<file path="src/rtl/traffic_pkg.sv">
// Shared definitions for the traffic-light front end and controller.
//   MODE_*     : 2-bit start-mode encoding carried by start_mode
//   cnt_width  : width of a counter that spans 0..n-1 (minimum 1 bit)
package traffic_pkg;

  typedef logic [1:0] mode_t;

  localparam mode_t MODE_STOP = 2'b00;
  localparam mode_t MODE_HOLD = 2'b01;
  localparam mode_t MODE_GO   = 2'b10;
  localparam mode_t MODE_SLOW = 2'b11;

  function automatic int unsigned cnt_width(input int unsigned n);
    return (n > 1) ? $clog2(n) : 1;
  endfunction

endpackage

</file>
<file path="src/rtl/debounce_sync.sv">
// Two-flop synchroniser followed by a stability debouncer for one raw input.
//   clk   : system clock
//   reset : asynchronous active-low reset
//   din   : raw input, asynchronous to clk
//   dout  : debounced level; changes only after the synchronised input has
//           disagreed with it for DB_CYCLES consecutive cycles
// All three flops reset to RESET_VAL so a released key does not produce an
// edge when reset lifts.
module debounce_sync #(
  parameter int unsigned DB_CYCLES = 500000,
  parameter logic        RESET_VAL = 1'b0
) (
  input  logic clk,
  input  logic reset,
  input  logic din,
  output logic dout
);

  import traffic_pkg::*;

  localparam int unsigned CW = cnt_width(DB_CYCLES);
  localparam logic [CW-1:0] CNT_MAX = CW'(DB_CYCLES - 1);
  localparam logic [CW-1:0] CNT_ONE = CW'(1);

  logic          sync1_q, sync2_q;
  logic          stable_q, stable_d;
  logic [CW-1:0] cnt_q, cnt_d;

  always_comb begin
    stable_d = stable_q;
    cnt_d    = '0;
    // Any cycle of agreement restarts the run, so short glitches are dropped.
    if (sync2_q != stable_q) begin
      if (cnt_q == CNT_MAX) begin
        stable_d = sync2_q;
      end else begin
        cnt_d = cnt_q + CNT_ONE;
      end
    end
  end

  always_ff @(posedge clk or negedge reset) begin
    if (!reset) begin
      sync1_q  <= RESET_VAL;
      sync2_q  <= RESET_VAL;
      stable_q <= RESET_VAL;
      cnt_q    <= '0;
    end else begin
      sync1_q  <= din;
      sync2_q  <= sync1_q;
      stable_q <= stable_d;
      cnt_q    <= cnt_d;
    end
  end

  assign dout = stable_q;

endmodule

</file>
<file path="src/rtl/traffic_input_conditioner.sv">
// Input front end for the traffic-light controller.
//   clk         : system clock
//   reset       : asynchronous active-low reset
//   key_pause_n : raw pause pushbutton (active-low)
//   key_rst_n   : raw controller-reset pushbutton (active-low)
//   sw_raw      : raw slide switches
//   sw_clean    : debounced switch levels
//   pause_pulse : one-cycle pulse per accepted pause press
//   paused      : pause state, toggles the cycle after each pause_pulse
//   ctrl_reset  : active-high synchronous reset for the controller, stretched
//   start_mode  : sw_clean[9:8] latched when the controller reset is triggered
//   tick        : one-cycle pulse every TICK_CYCLES unpaused, unreset cycles
// N_SW must be at least 10 since the start mode is taken from switches 9:8.
module traffic_input_conditioner #(
  parameter int unsigned DB_CYCLES   = 500000,
  parameter int unsigned TICK_CYCLES = 50000000,
  parameter int unsigned RST_HOLD    = 16,
  parameter int unsigned N_SW        = 10
) (
  input  logic            clk,
  input  logic            reset,
  input  logic            key_pause_n,
  input  logic            key_rst_n,
  input  logic [N_SW-1:0] sw_raw,
  output logic [N_SW-1:0] sw_clean,
  output logic            pause_pulse,
  output logic            paused,
  output logic            ctrl_reset,
  output logic [1:0]      start_mode,
  output logic            tick
);

  import traffic_pkg::*;

  localparam int unsigned MODE_LSB = 8;

  localparam int unsigned HOLD_W = cnt_width(RST_HOLD);
  localparam logic [HOLD_W-1:0] HOLD_MAX = HOLD_W'(RST_HOLD - 1);
  localparam logic [HOLD_W-1:0] HOLD_ONE = HOLD_W'(1);

  localparam int unsigned TICK_W = cnt_width(TICK_CYCLES);
  localparam logic [TICK_W-1:0] TICK_MAX = TICK_W'(TICK_CYCLES - 1);
  localparam logic [TICK_W-1:0] TICK_ONE = TICK_W'(1);

  // Debounced inputs

  logic pause_db, rst_db;

  for (genvar i = 0; i < N_SW; i++) begin : g_sw
    debounce_sync #(
      .DB_CYCLES(DB_CYCLES),
      .RESET_VAL(1'b0)
    ) u_db_sw (
      .clk  (clk),
      .reset(reset),
      .din  (sw_raw[i]),
      .dout (sw_clean[i])
    );
  end

  debounce_sync #(
    .DB_CYCLES(DB_CYCLES),
    .RESET_VAL(1'b1)
  ) u_db_pause (
    .clk  (clk),
    .reset(reset),
    .din  (key_pause_n),
    .dout (pause_db)
  );

  debounce_sync #(
    .DB_CYCLES(DB_CYCLES),
    .RESET_VAL(1'b1)
  ) u_db_rst (
    .clk  (clk),
    .reset(reset),
    .din  (key_rst_n),
    .dout (rst_db)
  );

  // State

  logic              pause_db_q, rst_db_q;
  logic              ctrl_reset_q, ctrl_reset_d;
  logic [HOLD_W-1:0] hold_cnt_q, hold_cnt_d;
  mode_t             start_mode_q, start_mode_d;
  logic              paused_q, paused_d;
  logic [TICK_W-1:0] tick_cnt_q, tick_cnt_d;
  logic              tick_q, tick_d;

  logic pause_fall, rst_fall, hold_clear;

  always_comb begin
    pause_fall = pause_db_q & ~pause_db;
    rst_fall   = rst_db_q & ~rst_db;
    // Presses landing inside a hold are swallowed, not deferred.
    pause_pulse = pause_fall & ~ctrl_reset_q;
    // Include the trigger cycle so paused/tick are already clear when
    // ctrl_reset rises, even if a pause press or wrap coincides with it.
    hold_clear = ctrl_reset_q | rst_fall;
  end

  // Reset stretcher; a fresh trigger restarts the hold and relatches the mode.
  always_comb begin
    ctrl_reset_d = ctrl_reset_q;
    hold_cnt_d   = hold_cnt_q;
    start_mode_d = start_mode_q;
    if (rst_fall) begin
      ctrl_reset_d = 1'b1;
      hold_cnt_d   = '0;
      start_mode_d = sw_clean[MODE_LSB +: 2];
    end else if (ctrl_reset_q) begin
      if (hold_cnt_q == HOLD_MAX) begin
        ctrl_reset_d = 1'b0;
        hold_cnt_d   = '0;
      end else begin
        hold_cnt_d = hold_cnt_q + HOLD_ONE;
      end
    end
  end

  // Pause toggle and phase tick. The tick counter holds while paused so a
  // resume carries on from the same phase.
  always_comb begin
    paused_d   = hold_clear ? 1'b0 : (paused_q ^ pause_pulse);
    tick_cnt_d = tick_cnt_q;
    tick_d     = 1'b0;
    if (hold_clear) begin
      tick_cnt_d = '0;
    end else if (!paused_q) begin
      if (tick_cnt_q == TICK_MAX) begin
        tick_cnt_d = '0;
        tick_d     = 1'b1;
      end else begin
        tick_cnt_d = tick_cnt_q + TICK_ONE;
      end
    end
  end

  always_ff @(posedge clk or negedge reset) begin
    if (!reset) begin
      pause_db_q   <= 1'b1;
      rst_db_q     <= 1'b1;
      ctrl_reset_q <= 1'b1;
      hold_cnt_q   <= '0;
      start_mode_q <= MODE_STOP;
      paused_q     <= 1'b0;
      tick_cnt_q   <= '0;
      tick_q       <= 1'b0;
    end else begin
      pause_db_q   <= pause_db;
      rst_db_q     <= rst_db;
      ctrl_reset_q <= ctrl_reset_d;
      hold_cnt_q   <= hold_cnt_d;
      start_mode_q <= start_mode_d;
      paused_q     <= paused_d;
      tick_cnt_q   <= tick_cnt_d;
      tick_q       <= tick_d;
    end
  end

  assign paused     = paused_q;
  assign ctrl_reset = ctrl_reset_q;
  assign start_mode = start_mode_q;
  assign tick       = tick_q;

endmodule

</file>
<file path="config.mk">
export PLATFORM = sky130hd
export DESIGN_NAME = traffic_input_conditioner
export DESIGN_NICKNAME = d
export VERILOG_FILES = /design/src/rtl/traffic_pkg.sv /design/src/rtl/debounce_sync.sv /design/src/rtl/traffic_input_conditioner.sv
export SDC_FILE = /design/constraint.sdc
export NUM_CORES = 1
export LEC_CHECK = 0
export CORE_UTILIZATION = 25
export CTS_BUF_LIST = sky130_fd_sc_hd__clkbuf_8
export DETAILED_ROUTE_END_ITERATION = 10
export DONT_BUFFER_PORTS = 1
export PLACE_DENSITY = 0.47
export SYNTH_ARGS = -nofsm -noshare
export SYNTH_HDL_FRONTEND = slang
export SYNTH_SLANG_ARGS = --single-unit
</file>
<file path="constraint.sdc">
create_clock -name clk -period 4.5 [get_ports clk]
set_input_delay 0.675 -clock clk [delete_from_list [all_inputs] [get_ports clk]]
set_output_delay 0.675 -clock clk [all_outputs]
set_load 0.01 [all_outputs]
</file>
==> Word level (Yosys, flattened, before mapping) <==
Cells that the tools add are included.
{ "totals": {"input_bits": 14, "output_inout_bits": 16, "register_bits": 301, "elab_cells": 155} }
{ "op_classes": {"eq_ne": 27, "n_bitwise": 8, "addsub": 14, "n_reduce_logical": 13, "mux": 37} }
{ "op_table": {"columns": ["operator", "n"], "rows": [
  ["19-bit two-way mux", 24],
  ["19-bit by 1-bit adder with 19-bit output, second input constant", 12],
  ["19-bit equality test, second input constant", 12],
  ["26-bit two-way mux", 3],
  ["26-bit by 1-bit adder with 26-bit output, second input constant", 1],
  ["26-bit equality test, second input constant", 1],
  ["2-bit AND reduction", 12],
  ["4-bit two-way mux", 3],
  ["1-bit != test", 12],
  ["1-bit two-way mux", 7],
  ["4-bit by 1-bit adder with 4-bit output, second input constant", 1],
  ["4-bit equality test, second input constant", 1],
  ["1-bit AND", 3],
  ["1-bit NOT", 3],
  ["2-bit by 1-bit != test with 1-bit output, second input constant", 1],
  ["2-bit nonzero test", 1],
  ["1-bit OR", 1],
  ["1-bit XOR", 1]
]} }

==> Depth between registers and ports, before layout <==
Gate-level depths: netlist (run 1).
{ "depth": {"word_depth": 5, "ltp_mapped": 8, "mapped_depth_nobuf": 6} }

==> Hierarchy <==
From an unflattened synthesis (run 1), not the netlist that was laid out.
{ "hier_totals": {"cells_unflattened": 1500, "hier_area_um2": 15056.9} }
{ "by_module_without_submodules": {"columns": ["mod", "cells_per_inst", "instances", "area_each_um2", "seq_area_each_um2"], "rows": [
  ["debounce_sync at g_sw[0].u_db_sw ...", 105, 9, 1079.8, 550.5],
  ["debounce_sync at u_db_pause ...", 105, 2, 1083.5, 554.3],
  ["traffic_input_conditioner", 240, 1, 2098.3, 929.6],
  ["debounce_sync at g_sw[6].u_db_sw", 105, 1, 1073.5, 550.5]
]} }

==> Worst setup path before layout (run 1) <==
Ideal clock, no wire load.
{ "synth_timing": {"kind": "flip-flop to flip-flop", "start": "register u_db_rst.stable_q, in the netlist u_db_rst.dout", "end": "register tick_cnt_q[15]", "setup_time_ps": 76, "required_time_ps": 4424, "path_stages_with_launch": 8, "n_path_buf": 3, "arrival_time_ps": 1728, "setup_slack_ps": 2696, "period_less_slack_ps": 1804, "path_cell_list": "dfstp_2 -> nor2b_1 -> buf_6 -> or2_1 -> buf_2 -> buf_6 -> or4_1 -> o21ai_1"} }
{ "synth_via": {"elab_chain_len": 4, "word_cells_on_any_way": 5, "cone_classes": "eq/ne (1); mux (1); bitwise (3)"} }
{ "synth_rtl": {"columns": ["element", "line_no", "source"], "rows": [
  ["start: declaration", "debounce_sync.sv:26", "logic stable_q, stable_d;"],
  ["start signal: assignment", "debounce_sync.sv:51", "stable_q <= stable_d;"],
  ["1-bit NOT (*)", "traffic_input_conditioner.sv:95", "rst_fall = rst_db_q & ~rst_db;"],
  ["1-bit AND (*)", "traffic_input_conditioner.sv:95", null],
  ["1-bit OR (*)", "traffic_input_conditioner.sv:100", "hold_clear = ctrl_reset_q | rst_fall;"],
  ["2-bit by 1-bit != test with 1-bit output (no line) / 26-bit two-way mux (equally long branches)", null, null],
  ["end signal: assignment", "traffic_input_conditioner.sv:157", "tick_cnt_q <= tick_cnt_d;"],
  ["end: declaration", "traffic_input_conditioner.sv:88", "logic [TICK_W-1:0] tick_cnt_q, tick_cnt_d;"]
]} }
Mark *: on every way between the ends. The rest lies on a longest branch, timed or not.
A chain may end at the register's enable or synchronous reset.

==> Worst setup path after layout (run 1) <==
{ "layout_timing": {"start": "register pause_db_q", "end": "output pause_pulse"} }
{ "layout_via": {"elab_chain_len": 2} }
{ "layout_rtl": {"columns": ["element", "line_no", "source"], "rows": [
  ["start: declaration", "traffic_input_conditioner.sv:83", "logic pause_db_q, rst_db_q;"],
  ["start signal: assignment", "traffic_input_conditioner.sv:151", "pause_db_q <= pause_db;"],
  ["1-bit AND", "traffic_input_conditioner.sv:94", "pause_fall = pause_db_q & ~pause_db;"],
  ["1-bit AND", "traffic_input_conditioner.sv:97", "pause_pulse = pause_fall & ~ctrl_reset_q;"],
  ["end: declaration", "traffic_input_conditioner.sv:26", "output logic pause_pulse,"]
]} }
No other way between the ends.

==> results.json, run 1 <==
{
  "hold_path.class": "in2async",
  "gp_congestion": 0.764,
  "postRouteAntennaNets": 0,
  "grt_first_pass_wirelength_mm": 47.9,
  "htreeDepth": 2,
  "r2r_cells": 5,
  "rr_startpoint": "rst_db_q$_DFF_PN1_",
  "wl_per_cell_um": 12.4,
  "worstSetupPathType": "reg2out",
  "synth_fp_nets": 1445,
  "num_vias": 9677,
  "drcViolationCount": 0,
  "final_common_cell": "nor2_1",
  "antenna_found_initial": 2,
  "final_hold_viol_count": 292,
  "final_cell_mix": "296 x nor2_1, 292 x dfrtp_1, 126 x xor2_1, 108 x nand2_1, 96 x xnor2_1",
  "multi_input_area_mm2": 0.00627,
  "slowest_stage": "nor3b_1",
  "yosys-top-cells-area": "dfrtp_1 51%, nor2_1 7.8%, xor2_1 7.8%, xnor2_1 5.9%, nand3_1 3.3%",
  "clk_latency_ns": 0.64,
  "nets": 1464,
  "fin_crit_ns": 2.50,
  "path_cells": "nor3b_1",
  "yosys.area.top_type_share_pct": 51.5,
  "finalSetupTns_ns": 0,
  "worst_slack_ns": 2.00,
  "slew_headroom_pct": 37.8,
  "firstDrtPassIters": 4,
  "clockRootBuffer": "clkbuf_8",
  "pre_cts_ws_ns": 2.19,
  "yosys.area.top_type": "dfrtp_1",
  "clock.fmax_mhz": 400,
  "ys_ff_latch": 301,
  "die_area_mm2": 0.0577,
  "cts_buffers": 55,
  "grtUsageTotal_pct": 10.1,
  "synth_ff_type": "dfrtp_1",
  "p_int_mw": 4.24,
  "area_delta_synth_final_pct": 13.3,
  "cp-startpoint": "pause_db_q$_DFF_PN1_",
  "finalSetupViolCount": 0,
  "syn_inst": 1417,
  "muxShareOfSynthArea_pct": 1.34,
  "die_h_um": 240,
  "power.density_mw_per_mm2": 343,
  "finalClockSkew_ns": 0.0266,
  "initial_utilization_pct": 25.5,
  "clockBufferDepth": 3,
  "synth_edf_count": 0,
  "crit_path_max_fanout": 2,
  "final_area_mm2": 0.0161,
  "drt_iter0_drc": 521,
  "fin_crit_sh_pct": 55.6,
  "clkSlewWorstSetupHoldPaths_ns": 0.06,
  "grt-ovfl-total": 0,
  "synth_fa_ha_area_share_pct": 1.23,
  "cts_hold_buf": 7,
  "seqCellArea_mm2": 0.00754,
  "rsz0062_at_grt": "false",
  "die_width_um": 240,
  "report.final.slew_viol_count": 0,
  "p_comb_share_pct": 1.7,
  "cpPeakStageDelay_ns": 0.68,
  "p_clk_share_pct": 47.8,
  "synth_cell_types": 52,
  "grt_pass1_vias": 9757,
  "syn_area_mm2": 0.0142,
  "vias_per_cell": 4.34,
  "dp_cells": 2120,
  "final_cells": 2232,
  "clock_sinks": 301,
  "layout-drive-gt1-share_pct": 8.70,
  "total_power_mw": 5.51,
  "grt_start_max_net_pins": 302,
  "required_ns": 3.83,
  "critPathLaunchType": "flip-flop",
  "synth_top_family_by_area": "simple AND/OR/NAND/NOR gates",
  "p_leak_nw": 6.83,
  "cts_tree": "done",
  "status": "complete, but fails checks",
  "core_area_mm2": 0.0556,
  "yosys.area_share.simple_pct": 26.2,
  "r2r-end": "tick_cnt_q[21]$_DFFE_PN0P_",
  "timing.critical_path.to": "pause_pulse",
  "synth_warnings": 0,
  "maxCapViolations": 0,
  "pwr-share-seq_pct": 50.5,
  "synth_xor_area_share_pct": 13.7,
  "drt_wl_total_mm": 27.6,
  "cp-end-kind": "primary output",
  "hpwlAfterDp_mm": 16.6,
  "std_cell_rows": 86,
  "yosysSeqAreaShare_pct": 53.2,
  "placedInstanceArea_mm2": 0.0149,
  "hold_slack_ns": -0.246,
  "post-route-util_pct": 28.9,
  "async_reset_ff_share_pct": 100,
  "cp_data_arrival_time_ns": 1.83,
  "swShare_pct": 23.1,
  "ios": 30,
  "syn_area_per_cell_um2": 10.0,
  "fillers": 5814,
  "path_depth": 1,
  "cts_setup_buffers": 0,
  "synth_compound_area_share_pct": 1.69,
  "cp_top_family": "simple AND/OR/NAND/NOR gates",
  "cts_resized": 0,
  "critPathBufInv": 0,
  "worst-slew-pin-transition_ns": 0.933,
  "ff2ff_setup_slack_ns": 2.23,
  "violations": "negative hold slack",
  "ir_drop_mv": 0.161,
  "p_sw_mw": 1.27,
  "io_buffer_count": 0
}
==> flip-flops by register name (all words and copies together), names as in the netlist <==
register and count:
u_db_pause.sync1_q 1, paused 1, start_mode 2, tick_cnt_q 26
pause_db_q 1, u_db_pause.sync2_q 1, tick 1, u_db_rst.sync1_q 1
g_sw.u_db_sw.sync1_q 10, u_db_pause.cnt_q 19, rst_db_q 1, u_db_rst.dout 1
ctrl_reset 1, g_sw.u_db_sw.sync2_q 10, u_db_pause.dout 1, u_db_rst.sync2_q 1
g_sw.u_db_sw.dout 10, u_db_rst.cnt_q 19, g_sw.u_db_sw.cnt_q 190, hold_cnt_q 4
==> synthesized netlist by cell type (2+ instances only) <==
cell	count
dfrtp_1	292
buf_2	29
a21oi_1	20
o21ai_1	9
or2_2	12
nor3_1	28
or3_1	8
buf_6	3
and4_1	26
and2_1	10
nand4_2	2
dfstp_2	9
mux2_2	16
nor2_1	296
clkbuf_1	5
o2111ai_1	2
o22ai_1	2
nand2b_1	3
nor2b_1	5
buf_4	10
and3_1	31
and4b_1	5
a311oi_1	2
nand4_1	59
xor2_1	126
nand4b_1	2
ha_1	14
or3b_1	3
nand3_1	94
nor4b_1	12
o21ai_0	5
inv_1	28
nor4_1	16
nand2_1	108
or4_1	12
nor3_2	2
xnor2_1	96
==> layer usage <==
layer  GRT usage (%)  part of all wire [%]  vias up
met2            15.6                    44      121
met4            4.92                   3.1        2
met1            12.7                    47     4655
met5               0                 0.047        -
met3            3.00                   5.8       63
li1                -                     -     4836
==> final cells by class <==
type	instances	share of cell area, %
Antenna cell	1	0.0156
Clock buffer	70	5.99
Clock inverter	34	1.07
Inverter	28	0.654
Multi-Input combinational cell	1041	39.0
Sequential cell	301	46.9
Tap cell	748	5.82
Timing Repair Buffer	9	0.529
==> logic make-up after synthesis <==
group           Yosys count
simple gates            745
flops                   301
xor+xnor                222
buf+inv                  75
compound gates           43
mux                      17
fa+ha+maj                14
==> power groups by stage <==
stage	clock network [mW]	logic, mW	registers, mW
finish	2.63	0.0954	2.78
global route	2.90	0.113	2.78
CTS	2.79	0.0985	2.78
detailed placement	0	0.0925	2.83
global placement	0	0.0923	2.83
floorplan	0	0.0821	2.82
==> worst register-to-register path, stage by stage (launching register included) <==
cell,delay (ns)
dfstp_2,0.51
nor2b_1,0.48
or2_1,0.80
or3_1,0.20
or3_1,0.10
nand3_1,0.07
==> how the worst min path moves through the flow <==
stage	slack (ns)	end	startpoint	cells past startpoint
6_report	-0.25	g_sw[0].u_db_sw.cnt_q[2]$_DFF_PN0_	reset	0
3_3_place_gp	0.33	g_sw[6].u_db_sw.sync2_q$_DFF_PN0_	g_sw[6].u_db_sw.sync1_q$_DFF_PN0_	0
2_1_floorplan	0.33	g_sw[0].u_db_sw.sync2_q$_DFF_PN0_	g_sw[0].u_db_sw.sync1_q$_DFF_PN0_	0
3_5_place_dp	0.33	g_sw[5].u_db_sw.sync2_q$_DFF_PN0_	g_sw[5].u_db_sw.sync1_q$_DFF_PN0_	0
4_1_cts	-0.34	g_sw[5].u_db_sw.cnt_q[16]$_DFF_PN0_	reset	0
5_1_grt	-0.31	tick_cnt_q[1]$_DFFE_PN0P_	reset	0
Power figures use the tool's default switching activity.
==> run 2, diff against run 1 <==
clock period = 2.5 ns   (was 4.5 ns; I/O delays follow)
==> results.json, run 2 (synthesized netlist as in run 1, its figures left out) <==
{
  "hold_slack_ns": -0.530,
  "gp_congestion": 0.781,
  "layout-drive-gt1-share_pct": 9.95,
  "cts_buffers": 56,
  "final_hold_viol_count": 301,
  "io_buffer_count": 0,
  "grt_first_pass_wirelength_mm": 47.9,
  "postRouteAntennaNets": 0,
  "path_cells": "nor3b_1",
  "antenna_found_initial": 2,
  "initial_utilization_pct": 25.5,
  "hpwlAfterDp_mm": 16.5,
  "grtUsageTotal_pct": 10.0,
  "ios": 30,
  "finalSetupTns_ns": 0,
  "hold_path.class": "in2async",
  "ir_drop_mv": 0.323,
  "grt_start_max_net_pins": 302,
  "drt_iter0_drc": 650,
  "vias_per_cell": 4.36,
  "die_h_um": 240,
  "power.density_mw_per_mm2": 623,
  "core_area_mm2": 0.0556,
  "regMostFlops": "g_sw.u_db_sw.cnt_q",
  "top_regs": "g_sw.u_db_sw.cnt_q: 190 flops, tick_cnt_q: 26 flops",
  "final_cell_mix": "296 x nor2_1, 292 x dfrtp_1, 126 x xor2_1, 108 x nand2_1, 96 x xnor2_1",
  "clock.fmax_mhz": 454,
  "area_delta_synth_final_pct": 14.7,
  "finalSetupViolCount": 0,
  "drcViolationCount": 0,
  "required_ns": 2.12,
  "report.final.slew_viol_count": 0,
  "cts_hold_buf": 12,
  "wl_per_cell_um": 12.2,
  "htreeDepth": 2,
  "nets": 1482,
  "slowest_stage": "nor3b_1",
  "largest_reg_flops": 190,
  "grt_pass1_vias": 9883,
  "die_area_mm2": 0.0577,
  "status": "complete, but fails checks",
  "critPathLaunchType": "flip-flop",
  "worst-slew-pin-transition_ns": 0.845,
  "p_leak_nw": 6.92,
  "cts_tree": "done",
  "cpPeakStageDelay_ns": 0.68,
  "worstSetupPathType": "reg2out",
  "worst_slack_ns": 0.296,
  "cp_data_arrival_time_ns": 1.83,
  "std_cell_rows": 86,
  "cp-end-kind": "primary output",
  "pre_cts_ws_ns": 0.448,
  "clockBufferDepth": 3,
  "grt-ovfl-total": 0,
  "fin_crit_ns": 2.20,
  "slew_headroom_pct": 43.5,
  "clk_latency_ns": 0.65,
  "fin_crit_sh_pct": 88.2,
  "firstDrtPassIters": 4,
  "finalClockSkew_ns": 0.0405,
  "drt_wl_total_mm": 27.3,
  "violations": "negative hold slack",
  "final_common_cell": "nor2_1",
  "num_vias": 9798,
  "critPathBufInv": 0,
  "crit_path_max_fanout": 2,
  "rsz0062_at_grt": "false",
  "clock_sinks": 301,
  "cp_top_family": "simple AND/OR/NAND/NOR gates",
  "maxCapViolations": 0,
  "die_width_um": 240,
  "clockRootBuffer": "clkbuf_8",
  "clkSlewWorstSetupHoldPaths_ns": 0.06
}
## run 2: changes by cell type in the layout (fill, tap and decap cells not counted), sizes merged
cell / change
clkbuf: +7
buf: +12
dlygate4sd3: +5
clkinvlp: -2
inv: -9
clkinv: +2
## run 2: path summary, 6_finish.rpt
path,endpoint,slack (ns),from,cells after the start
setup / recovery,pause_pulse,0.30,pause_db_q$_DFF_PN1_,1
hold / removal,g_sw[0].u_db_sw.cnt_q[2]$_DFF_PN0_,-0.53,reset,0
setup reg to reg,tick_cnt_q[8]$_DFFE_PN0P_,0.45,tick_cnt_q[0]$_DFFE_PN0P_,6
hold reg to reg,g_sw[4].u_db_sw.sync2_q$_DFF_PN0_,0.34,g_sw[4].u_db_sw.sync1_q$_DFF_PN0_,0
max in group asynchronous,g_sw[1].u_db_sw.cnt_q[2]$_DFF_PN0_,2.37,reset,0
min in group clk,g_sw[4].u_db_sw.sync1_q$_DFF_PN0_,0.28,sw_raw[4],1
## run 2: cell type report
class / count / area (um^2)
clock inverters: 25 / 139
repair buffers: 26 / 225
well taps: 748 / 936
inverters: 28 / 105
clock buffers: 77 / 1060
multi-input cells: 1041 / 6270
diodes: 1 / 2.50
fillers: 5788 / 39400
flip-flops and latches: 301 / 7540
## run 2: routing by layer
layer,vias up,share of wire [%],global-route usage [%]
met5,-,0.062,0
met4,2,3.3,4.96
met3,60,4.0,2.27
met2,116,44,15.5
met1,4740,49,13.1
li1,4880,-,-
## run 2: timing repair
action,4_1_cts,5_1_grt
endpoints found under the hold margin,313,301
endpoints found under the setup margin,0,0
gates resized for setup,0,0
buffers inserted,0,0
## run 2: power by group
group / total [mW] / leakage, nW / switching [mW] / internal, mW
Clock: 4.96 / 0.678 / 2.13 / 2.83
Combinational: 0.178 / 2.16 / 0.106 / 0.0718
Sequential: 5.00 / 4.08 / 0.0575 / 4.95
## run 2: metrics by stage
stage | power [mW] | hold slack (ns) | cells | instance area (um^2) | utilization [%]
finish | 10.1 | -0.530 | 2247 | 16300 | 29.3
global route | 10.7 | -0.603 | 2247 | 16300 | 29.3
CTS | 10.4 | -0.623 | 2246 | 16300 | 29.3
detailed placement | 5.26 | 0.0933 | 2132 | 15000 | 26.9
global placement | 5.25 | 0.0979 | 2132 | 15000 | 26.9
floorplan | 5.22 | 0.0794 | 1417 | 14200 | -
==> run 3, diff against run 2 <==
PLACE_DENSITY = 0.49   (was 0.47)
clock period = 1.8 ns   (was 2.5 ns; I/O delays follow)
==> results.json, run 3 (synthesized netlist as in run 1, its figures left out) <==
{
  "largest_reg_flops": 190,
  "fin_crit_sh_pct": 104,
  "grtUsageMet3_pct": 2.14,
  "gp_congestion": 0.793,
  "p_leak_nw": 7.38,
  "grt_start_max_net_pins": 302,
  "ios": 30,
  "total_power_mw": 13.8,
  "p_clk_share_pct": 47.6,
  "area_delta_synth_final_pct": 20.3,
  "rsz0062_at_grt": "true",
  "wl_per_cell_um": 12.1,
  "cp_data_arrival_time_ns": 2.36,
  "critPathLaunchType": "flip-flop",
  "io_buffer_count": 0,
  "grt_first_pass_wirelength_mm": 48.6,
  "use_met2_pct": 15.9,
  "drt_iter0_drc": 503,
  "p_comb_share_pct": 2.1,
  "pwr-share-seq_pct": 50.3,
  "slew_headroom_pct": 51.2,
  "crit_path_max_fanout": 7,
  "cts_tree": "done",
  "nets": 1557,
  "die_h_um": 240,
  "vias_per_cell": 4.35,
  "path_cells": "or4b_4 > nor4_4 > nand4_4 > a21oi_2 > o21ai_1",
  "rr_startpoint": "tick_cnt_q[18]$_DFFE_PN0P_",
  "r2r_cells": 5,
  "finalSetupTns_ns": -0.254,
  "power.density_mw_per_mm2": 809,
  "maxCapViolations": 0,
  "r2r-end": "tick_cnt_q[17]$_DFFE_PN0P_",
  "finalSetupViolCount": 8,
  "top_regs": "g_sw.u_db_sw.cnt_q: 190 flops, tick_cnt_q: 26 flops",
  "final_cell_mix": "292 x nor2_1, 287 x dfrtp_1, 126 x xor2_1, 107 x nand2_1, 96 x xnor2_1",
  "swShare_pct": 23.1,
  "drt_wl_total_mm": 28.1,
  "status": "complete, but fails checks",
  "clock_sinks": 301,
  "cpPeakStageDelay_ns": 0.55,
  "clock.fmax_mhz": 535,
  "fin_crit_ns": 1.87,
  "antenna_found_initial": 1,
  "violations": "negative hold slack, negative setup slack",
  "grtUsageTotal_pct": 10.1,
  "postRouteAntennaNets": 0,
  "ir_drop_mv": 0.423,
  "required_ns": 2.29,
  "worst-slew-pin-transition_ns": 0.732,
  "final_common_cell": "nor2_1",
  "grt_pass1_vias": 10200,
  "hpwlAfterDp_mm": 17.2,
  "finalClockSkew_ns": 0.0294,
  "die_width_um": 240,
  "std_cell_rows": 86,
  "htreeDepth": 2,
  "clockRootBuffer": "clkbuf_8",
  "final_hold_viol_count": 301,
  "met1_usage_pct": 13.4,
  "p_sw_mw": 3.19,
  "clkSlewWorstSetupHoldPaths_ns": 0.06,
  "cp-end-kind": "flip-flop",
  "regMostFlops": "g_sw.u_db_sw.cnt_q",
  "ff2ff_setup_slack_ns": -0.07,
  "cts_hold_buf": 12,
  "initial_utilization_pct": 25.5,
  "p_int_mw": 10.6,
  "worst_slack_ns": -0.0688,
  "busiest_layer": "met2",
  "drcViolationCount": 0,
  "die_area_mm2": 0.0577,
  "clk_latency_ns": 0.63,
  "grt-ovfl-total": 0,
  "firstDrtPassIters": 4,
  "worstSetupPathType": "reg2reg",
  "layout-drive-gt1-share_pct": 15.9,
  "clockBufferDepth": 3,
  "core_area_mm2": 0.0556,
  "hold_slack_ns": -0.635,
  "cts_buffers": 55,
  "slowest_stage": "or4b_4",
  "hold_path.class": "in2async",
  "num_vias": 10100,
  "report.final.slew_viol_count": 0
}
run 3: changes by cell type in the layout (fill, tap and decap cells not counted), moves of 5 or more:
cell and delta:
buf_12 +9, clkbuf_8 -7, dfrtp_1 -5, or2_2 -5, or2_4 +5, a21oi_1 -5, buf_4 +65, a21oi_2 +5
dfrtp_2 +5
run 3: through the flow:
stage	hold slack [ns]	setup WS [ns]	util, %	std cells	area (um^2)
final	-0.635	-0.0688	30.7	2319	17100
after global routing	-0.703	-0.145	30.7	2319	17100
after CTS	-0.734	-0.0523	30.4	2313	16900
after detailed placement	-0.0195	-0.0912	28.0	2202	15600
after global placement	-0.0202	-0.0602	28.0	2202	15600
after floorplan	-0.0256	0.00485	-	1417	14200
run 3: how the worst max path moves through the flow:
stage | from | end | slack, ns | cells after the start
2_1_floorplan | tick_cnt_q[0]$_DFFE_PN0P_ | tick_cnt_q[10]$_DFFE_PN0P_ | 0.005 | 7
3_3_place_gp | tick_cnt_q[18]$_DFFE_PN0P_ | tick_cnt_q[17]$_DFFE_PN0P_ | -0.06 | 5
3_5_place_dp | tick_cnt_q[11]$_DFFE_PN0P_ | tick_cnt_q[0]$_DFFE_PN0P_ | -0.09 | 5
4_1_cts | tick_cnt_q[18]$_DFFE_PN0P_ | tick_cnt_q[17]$_DFFE_PN0P_ | -0.05 | 5
5_1_grt | tick_cnt_q[18]$_DFFE_PN0P_ | tick_cnt_q[17]$_DFFE_PN0P_ | -0.14 | 5
6_report | tick_cnt_q[18]$_DFFE_PN0P_ | tick_cnt_q[17]$_DFFE_PN0P_ | -0.07 | 5
run 3: layer usage:
layer | vias to the layer above | share of wire [%]
met5 | - | 0
met1 | 4866 | 49
met3 | 63 | 3.7
li1 | 5023 | -
met2 | 129 | 44
met4 | 0 | 3.1
run 3: power by group through the flow:
| stage | logic (mW) | registers, mW | clock network, mW |
|---|---|---|---|
| floorplan | 0.205 | 7.05 | 0 |
| global placement | 0.274 | 7.06 | 0 |
| detailed placement | 0.277 | 7.07 | 0 |
| CTS | 0.299 | 6.95 | 6.94 |
| global route | 0.344 | 6.95 | 7.21 |
| finish | 0.296 | 6.95 | 6.57 |
run 3: area by class of cell:
type	count	area [um^2]
Clock buffer	70	963
Inverter	28	105
Antenna cell	1	2.50
Fill cell	5762	38600
Tap cell	748	936
Timing Repair Buffer	101	905
Sequential cell	301	7550
Multi-Input combinational cell	1042	6450
Clock inverter	28	155
run 3: worst max-delay path, delay by kind of cell (launching register included):
family          cells  cell delay (ns)
compound gates      2             0.27
simple gates        3             1.09
flops               1             0.38
run 3: timing repair:
action,in CTS,in global routing
resized for setup,10,36
hold endpoints to repair,313,301
buffers inserted,1,4
cloned,0,1
pin swaps,4,11
endpoints found under the setup margin,19,149
